[config.mk]
export PLATFORM = sky130hd
export DESIGN_NAME = fetch_decode_unit
export DESIGN_NICKNAME = d
export VERILOG_FILES = /design/src/rtl/fetch_decode_unit.sv
export SDC_FILE = /design/constraint.sdc
export NUM_CORES = 1
export LEC_CHECK = 0
export CAP_MARGIN = 20
export CORE_ASPECT_RATIO = 0.9
export CORE_MARGIN = 5
export CORE_UTILIZATION = 38
export CTS_CLUSTER_DIAMETER = 150
export DETAILED_ROUTE_END_ITERATION = 10
export PLACE_DENSITY = 0.73
export SYNTH_ARGS = -nofsm -noshare
export SYNTH_HDL_FRONTEND = slang
export SYNTH_SLANG_ARGS = --single-unit
[constraint.sdc]
create_clock -name Clk -period 3 [get_ports Clk]
set_clock_uncertainty 0.1 [all_clocks]
set_input_delay 0.6 -clock Clk [delete_from_list [all_inputs] [get_ports Clk]]
set_output_delay 0.6 -clock Clk [all_outputs]
set_load 0.01 [all_outputs]
[src/rtl/fetch_decode_unit.sv]
// Fetch/decode front end: PC, imem request/valid handshake, instruction decode, branch resolve, HALT.
// Optional RETIRE_COUNTER_EN adds a saturating 16-bit Retire_Count output.
module fetch_decode_unit #(
  parameter int                  PC_WIDTH = 8,
  parameter logic [PC_WIDTH-1:0] RESET_PC = '0
) (
  input  logic                Clk,
  input  logic                Reset,
  output logic                Imem_Req,
  output logic [PC_WIDTH-1:0] Imem_Addr,
  input  logic [7:0]          Imem_Rdata,
  input  logic                Imem_Valid,
  input  logic                Stall,
  output logic                Instr_Valid,
  output logic [7:0]          Instr,
  output logic [2:0]          Read_Write_Reg_Num,
  output logic [5:0]          Immediate_Raw,
  output logic                ImmSel,
  output logic                RegWrite,
  output logic                Halted,
`ifdef RETIRE_COUNTER_EN
  output logic [15:0]         Retire_Count,
`endif
  output logic [PC_WIDTH-1:0] PC
);

  typedef enum logic [1:0] {FETCH, ISSUE, HALT} state_t;

  state_t              state;
  logic [PC_WIDTH-1:0] pc_q;
  logic [PC_WIDTH-1:0] offset;
  logic [PC_WIDTH-1:0] pc_next;
  logic                is_branch;
  logic                is_halt;
  logic                is_write;
  logic                retire;

  always_comb begin
    is_branch = (Instr[7:6] == 2'b11);
    is_halt   = (Instr == 8'hC0);
    is_write  = (Instr[7:6] == 2'b01) || (Instr[7:6] == 2'b10);
    // Sign-extend the 6-bit branch offset to PC width; arithmetic wraps modulo 2^PC_WIDTH.
    offset    = PC_WIDTH'($signed(Instr[5:0]));
    pc_next   = pc_q + PC_WIDTH'(1) + (is_branch ? offset : '0);
    retire    = (state == ISSUE) && !Stall;
  end

  always_ff @(posedge Clk or negedge Reset) begin
    if (!Reset) begin
      state <= FETCH;
      pc_q  <= RESET_PC;
      Instr <= '0;
    end else begin
      case (state)
        FETCH: begin
          if (Imem_Valid) begin
            Instr <= Imem_Rdata;
            state <= ISSUE;
          end
        end
        ISSUE: begin
          if (!Stall) begin
            if (is_halt) begin
              state <= HALT;
            end else begin
              pc_q  <= pc_next;
              state <= FETCH;
            end
          end
        end
        HALT:    state <= HALT;
        default: state <= FETCH;
      endcase
    end
  end

  assign Imem_Req           = (state == FETCH);
  assign Imem_Addr          = pc_q;
  assign PC                 = pc_q;
  assign Instr_Valid        = (state == ISSUE);
  assign Halted             = (state == HALT);
  assign Read_Write_Reg_Num = Instr[5:3];
  assign Immediate_Raw      = Instr[5:0];
  assign ImmSel             = Instr[7];
  assign RegWrite           = Instr_Valid && !Stall && is_write;

`ifdef RETIRE_COUNTER_EN
  always_ff @(posedge Clk or negedge Reset) begin
    if (!Reset) begin
      Retire_Count <= '0;
    end else if (retire && (Retire_Count != '1)) begin
      Retire_Count <= Retire_Count + 16'd1;
    end
  end
`endif

endmodule

### After elaboration in Yosys (flattened, before gate mapping)

Cells that the tools add are included.

| word-level totals | value |
|---|---|
| bits of input ports | 12 |
| logic and storage cells | 28 |
| flip-flop bits (word level) | 18 |
| output and inout port bits | 38 |

| cells by class | value |
|---|---|
| equal/unequal tests | 8 |
| bitwise operators | 2 |
| add/subtract/negate cells | 2 |
| mux-type cells | 5 |
| reduce and logical (&&, ||, !) cells | 8 |

Operator list:

| kind | number |
|---|---|
| $add 8x1->8 const B | 1 |
| $add 8x8->8 | 1 |
| $eq 8x8->1 const B | 1 |
| $mux 8 | 1 |
| $eq 2x2->1 const B | 3 |
| $mux 2 | 3 |
| $pmux 2 s3 | 1 |
| $eq 2x1->1 const B | 2 |
| $reduce_and 2->1 | 2 |
| $reduce_and 3->1 | 1 |
| $logic_and 1x1->1 | 2 |
| $logic_not 2->1 | 1 |
| $ne 2x1->1 const B | 1 |
| $ne 2x2->1 const B | 1 |
| $not 1->1 | 2 |
| $logic_not 1->1 | 1 |
| $logic_or 1x1->1 | 1 |

### Logic depth before layout (Yosys ltp)

Gate-level depths: netlist of run 1.

| logic depth | value |
|---|---|
| depth in word-level cells | 4 |
| mapped depth | 9 |
| mapped depth without buffers | 9 |

### Least setup slack after synthesis of run 1

OpenSTA, ideal clock, no wires.

| timing path | value |
|---|---|
| kind | register -> register |
| start point | reg Instr[6] |
| end point | reg pc_q[6] (netlist: Imem_Addr[6]) |
| setup slack | 601 ps |
| clock period less this slack | 2,399 ps |
| buffers on the path | 0 |
| cell stages (with the launch flop) | 9 |
| setup time | 79 ps |
| data arrival time | 2,220 ps |
| required time | 2,821 ps |
| cells stage by stage | dfrtp_1 > ha_1 > and2_1 > ha_1 > nor2b_4 > o31a_1 > or4_1 > a21oi_2 > xor2_1 |

| between the ends | value |
|---|---|
| longest elaborated chain between the ends | 3 |
| elaborated cells between the ends (all ways) | 6 |
| those cells by class | 1 x add/sub; 2 x eq/ne; 1 x mux; 1 x bitwise; 1 x reduce/logical |

RTL lines:

| item | RTL line | text |
|---|---|---|
| start: declaration | 15 | `output logic [7:0] Instr,` |
| start signal: assignment | 57 | `Instr <= Imem_Rdata;` |
| $eq 2x2->1 or $eq 8x8->1 (tied branches) | 39, 40 |  |
| $mux 8 or $not 1->1 (tied branches) | n/a |  |
| $add 8x8->8 or $reduce_and 3->1 (tied branches) | n/a |  |
| end signal: assignment | 66 | `pc_q <= pc_next;` |
| end: declaration | 30 | `logic [PC_WIDTH-1:0] pc_q;` |

Several ways; a longest one is shown, not always the timed one.
A chain may end at the register's enable or synchronous reset.

### Final worst setup path of run 1

| timing path | value |
|---|---|
| start point | in Stall |
| end point | out RegWrite |

| between the ends | value |
|---|---|
| longest elaborated chain between the ends | 3 |

RTL lines:

| item | RTL line | text |
|---|---|---|
| start: declaration | 13 | `input logic Stall,` |
| $logic_not 1->1 | 85 | `assign RegWrite = Instr_Valid && !Stall && is_write;` |
| $logic_and 1x1->1 (2 in a row) | 85 |  |
| end: declaration | 19 | `output logic RegWrite,` |

Every way passes these cells.

==> results of run 1 <==
-- cell usage after synthesis --
cell	n	area [um^2]
buf_4	18	135
dfrtp_1	18	450
mux2_2	8	90.1
nand2_1	7	26.3
ha_1	6	75.1
and2_1	5	31.3
o21ai_0	5	25.0
nor2_1	4	15.0
inv_1	3	11.3
nand2b_1	3	18.8
xor2_1	3	26.3
a211oi_1	2	15.0
a21o_1	2	15.0
buf_2	2	10.0
mux2i_1	2	20.0
nand3_1	2	10.0
nor2b_1	2	12.5
a21bo_2	1	10.0
a21oi_1	1	5.00
a21oi_2	1	8.76
a31o_2	1	8.76
fa_1	1	20.0
nor2b_4	1	13.8
nor3_1	1	5.00
nor3b_4	1	18.8
nor4_1	1	6.26
nor4b_2	1	15.0
o211ai_1	1	7.51
o21a_1	1	7.51
o22ai_1	1	6.26
o31a_1	1	8.76
o31ai_1	1	7.51
or2_2	1	6.26
or4_1	1	7.51
xnor2_1	1	8.76
-- kinds of logic (layout without fill, tap and decap cells) --
group | count (synthesis) | in the layout | share of synthesized area, %
flip-flops | 18 | 18 | 38.9
multiplexers | 10 | 10 | 9.50
buffers and inverters | 23 | 56 | 13.5
AND/OR/NAND/NOR | 30 | 30 | 16.1
AO/OA/AOI/OAI | 18 | 18 | 10.8
XOR/XNOR | 4 | 4 | 3.02
adder cells (fa/ha/maj) | 7 | 7 | 8.21
-- placed cells by master (no fill, tap or decap), drive strengths merged, types with 2 or more instances in the layout --
cell / count
mux2i: 2
clkbuf: 4
a21oi: 2
nor2: 4
a21o: 2
clkdlybuf4s50: 49
nand3: 2
nand2b: 3
xor2: 3
ha: 6
and2: 5
dfrtp: 18
mux2: 8
nand2: 7
nor2b: 3
o21ai: 5
a211oi: 2
inv: 3
-- worst max path at each step --
stage / slack [ns] / to
finish: 0.28 / RegWrite
global placement: 0.30 / RegWrite
global route: 0.23 / RegWrite
detailed placement: 0.29 / RegWrite
floorplan: 0.60 / Imem_Addr[6]$_DFFE_PN0P_
CTS: 0.27 / RegWrite
-- metrics by stage --
| step | hold WS, ns | power (mW) | std cells | util, % |
|---|---|---|---|---|
| floorplan | 0.204 | 0.871 | 110 | - |
| global placement | 0.381 | 1.15 | 181 | 52.0 |
| detailed placement | 0.385 | 1.18 | 181 | 52.0 |
| CTS | 0.404 | 1.34 | 185 | 53.2 |
| global route | 0.429 | 1.41 | 185 | 53.2 |
| finish | 0.394 | 1.31 | 185 | 53.2 |
-- power breakdown --
part,switching [mW],internal [mW],total (mW)
registers,0.106,0.322,0.428
clock network,0.0766,0.0739,0.151
logic,0.299,0.436,0.735
total,0.482,0.832,1.31
-- routing by layer --
layer,vias up,routed length (um),track usage [%]
li1,425,-,-
met1,405,1040,15.5
met2,31,1290,21.7
met3,2,185,2.16
met4,0,28,5.96
met5,-,0,0
-- critical path: stages --
cell	delay [ns]
clkdlybuf4s50_1	0.47
nor3b_4	0.24
and2_1	0.17
clkdlybuf4s50_1	0.54
-- flip-flops by register name, summed over array words and instances (netlist names) --
signal,count
Imem_Addr,8
state,2
Instr,8
-- final cells by class --
class                      count  share of cell area (%)
inverter                       3                   0.707
sequential                    18                    28.3
timing repair buffer          49                    30.8
clock buffer                   4                    2.28
multi-input combinational     69                    34.6
tap                           42                    3.30
==> flow_summary.json, run 1 <==
{
  "outcome": "finished, final reports clean",
  "first_pass_iters": 4,
  "seq_area_frac_synth_pct": 38.9,
  "post_synth_instance_area_um2": 1160,
  "tns_ns": 0,
  "r2r_cells": 8,
  "rows": 19,
  "hold_buffers": 0,
  "grt_max_degree": 19,
  "startpoint": "Stall",
  "cts_sinks": 18,
  "clk_latency_ns": 0.29,
  "initial_core_util_pct": 38.7,
  "htreeDepth": 1,
  "rr_startpoint": "Instr[7]$_DFFE_PN0P_",
  "yosysWarnings": 0,
  "drt_iter0_drc": 7,
  "hp-class": "flip-flop to flip-flop",
  "preCtsSetupSlack_ns": 0.286,
  "postPlaceCellArea_um2": 1560,
  "ant_nets": 0,
  "fillers": 289,
  "antenna_cells": 0,
  "grtUsageTotal_pct": 12.9,
  "post_cts.repair.setup_buffers": 0,
  "peakVddDrop_v": 0.000298,
  "rsz0062_at_grt": "no",
  "root_buffer": "clkbuf_4",
  "die_area_um2": 4250,
  "power.leakage_nw": 0.679,
  "hold_path_depth": 1,
  "critPathKind": "input port to primary output",
  "synth_fp_nets": 129,
  "wl_per_cell_um": 13.8,
  "area_delta_synth_final_pct": 37.5,
  "numCtsBuffers": 3,
  "regArea_um2": 450,
  "tightest_slew_ns": 0.803,
  "worstPathArrival_ns": 2.02,
  "post_drt_via_cell_ratio": 4.66,
  "setup_ws_ns": 0.281,
  "endpoint_kind": "primary output",
  "setup_viol": 0,
  "wl_um": 2550,
  "hp-start": "Imem_Addr[7]$_DFFE_PN0P_",
  "grt_overflow": 0,
  "hold_end": "Imem_Addr[7]$_DFFE_PN0P_",
  "ys_types": 35,
  "grt_pass1_vias": 920,
  "fin_area_um2": 1590,
  "syn_area_per_cell_um2": 10.5,
  "port_buffers": 49,
  "nets": 163,
  "core-area_um2": 3000,
  "fp.dieW_um": 68.2,
  "relSlewSlack_pct": 46.3,
  "fmax_mhz": 368,
  "drive_gt1_share_pct": 13.3,
  "multi_input_area_um2": 552,
  "p_per_area_nw_per_um2": 825,
  "gp_congestion": 0.780,
  "r2r_end": "Imem_Addr[6]$_DFFE_PN0P_",
  "cts_buffer_depth": 2,
  "grt_pass1_wl_um": 4250,
  "cts_resized": 0,
  "dp_hpwl_um": 2020,
  "layout_min_cycle_time_ns": 2.72,
  "reg2reg_slack_ns": 0.45,
  "drv_cap": 0,
  "boundaryPins": 50,
  "critPathLaunchType": "input port",
  "clk_pin_slew_ns": 0.10,
  "ys_seq_elements": 18,
  "slew_viol_final": 0,
  "finalHoldViolCount": 0,
  "antenna_found_initial": 0,
  "period_share_pct": 90.6,
  "dr_total_vias": 863,
  "cts_tree": "done",
  "fp.dieH_um": 62.4,
  "drc_errors": 0,
  "path_max_fanout": 4,
  "cp.required_ns": 2.30,
  "syn-instance-count": 110
}
(Power assumes the default switching activity.)
==> inputs of run 2 (changes only) <==
--- a/config.mk
+++ b/config.mk
@@ -12,6 +12,7 @@
 export CTS_CLUSTER_DIAMETER = 150
 export DETAILED_ROUTE_END_ITERATION = 10
 export PLACE_DENSITY = 0.73
+export SKIP_CTS_REPAIR_TIMING = 1
 export SYNTH_ARGS = -nofsm -noshare
 export SYNTH_HDL_FRONTEND = slang
 export SYNTH_SLANG_ARGS = --single-unit
==> results of run 2 <==
No change in the layout: final DEF, timing and power equal those of run 1.
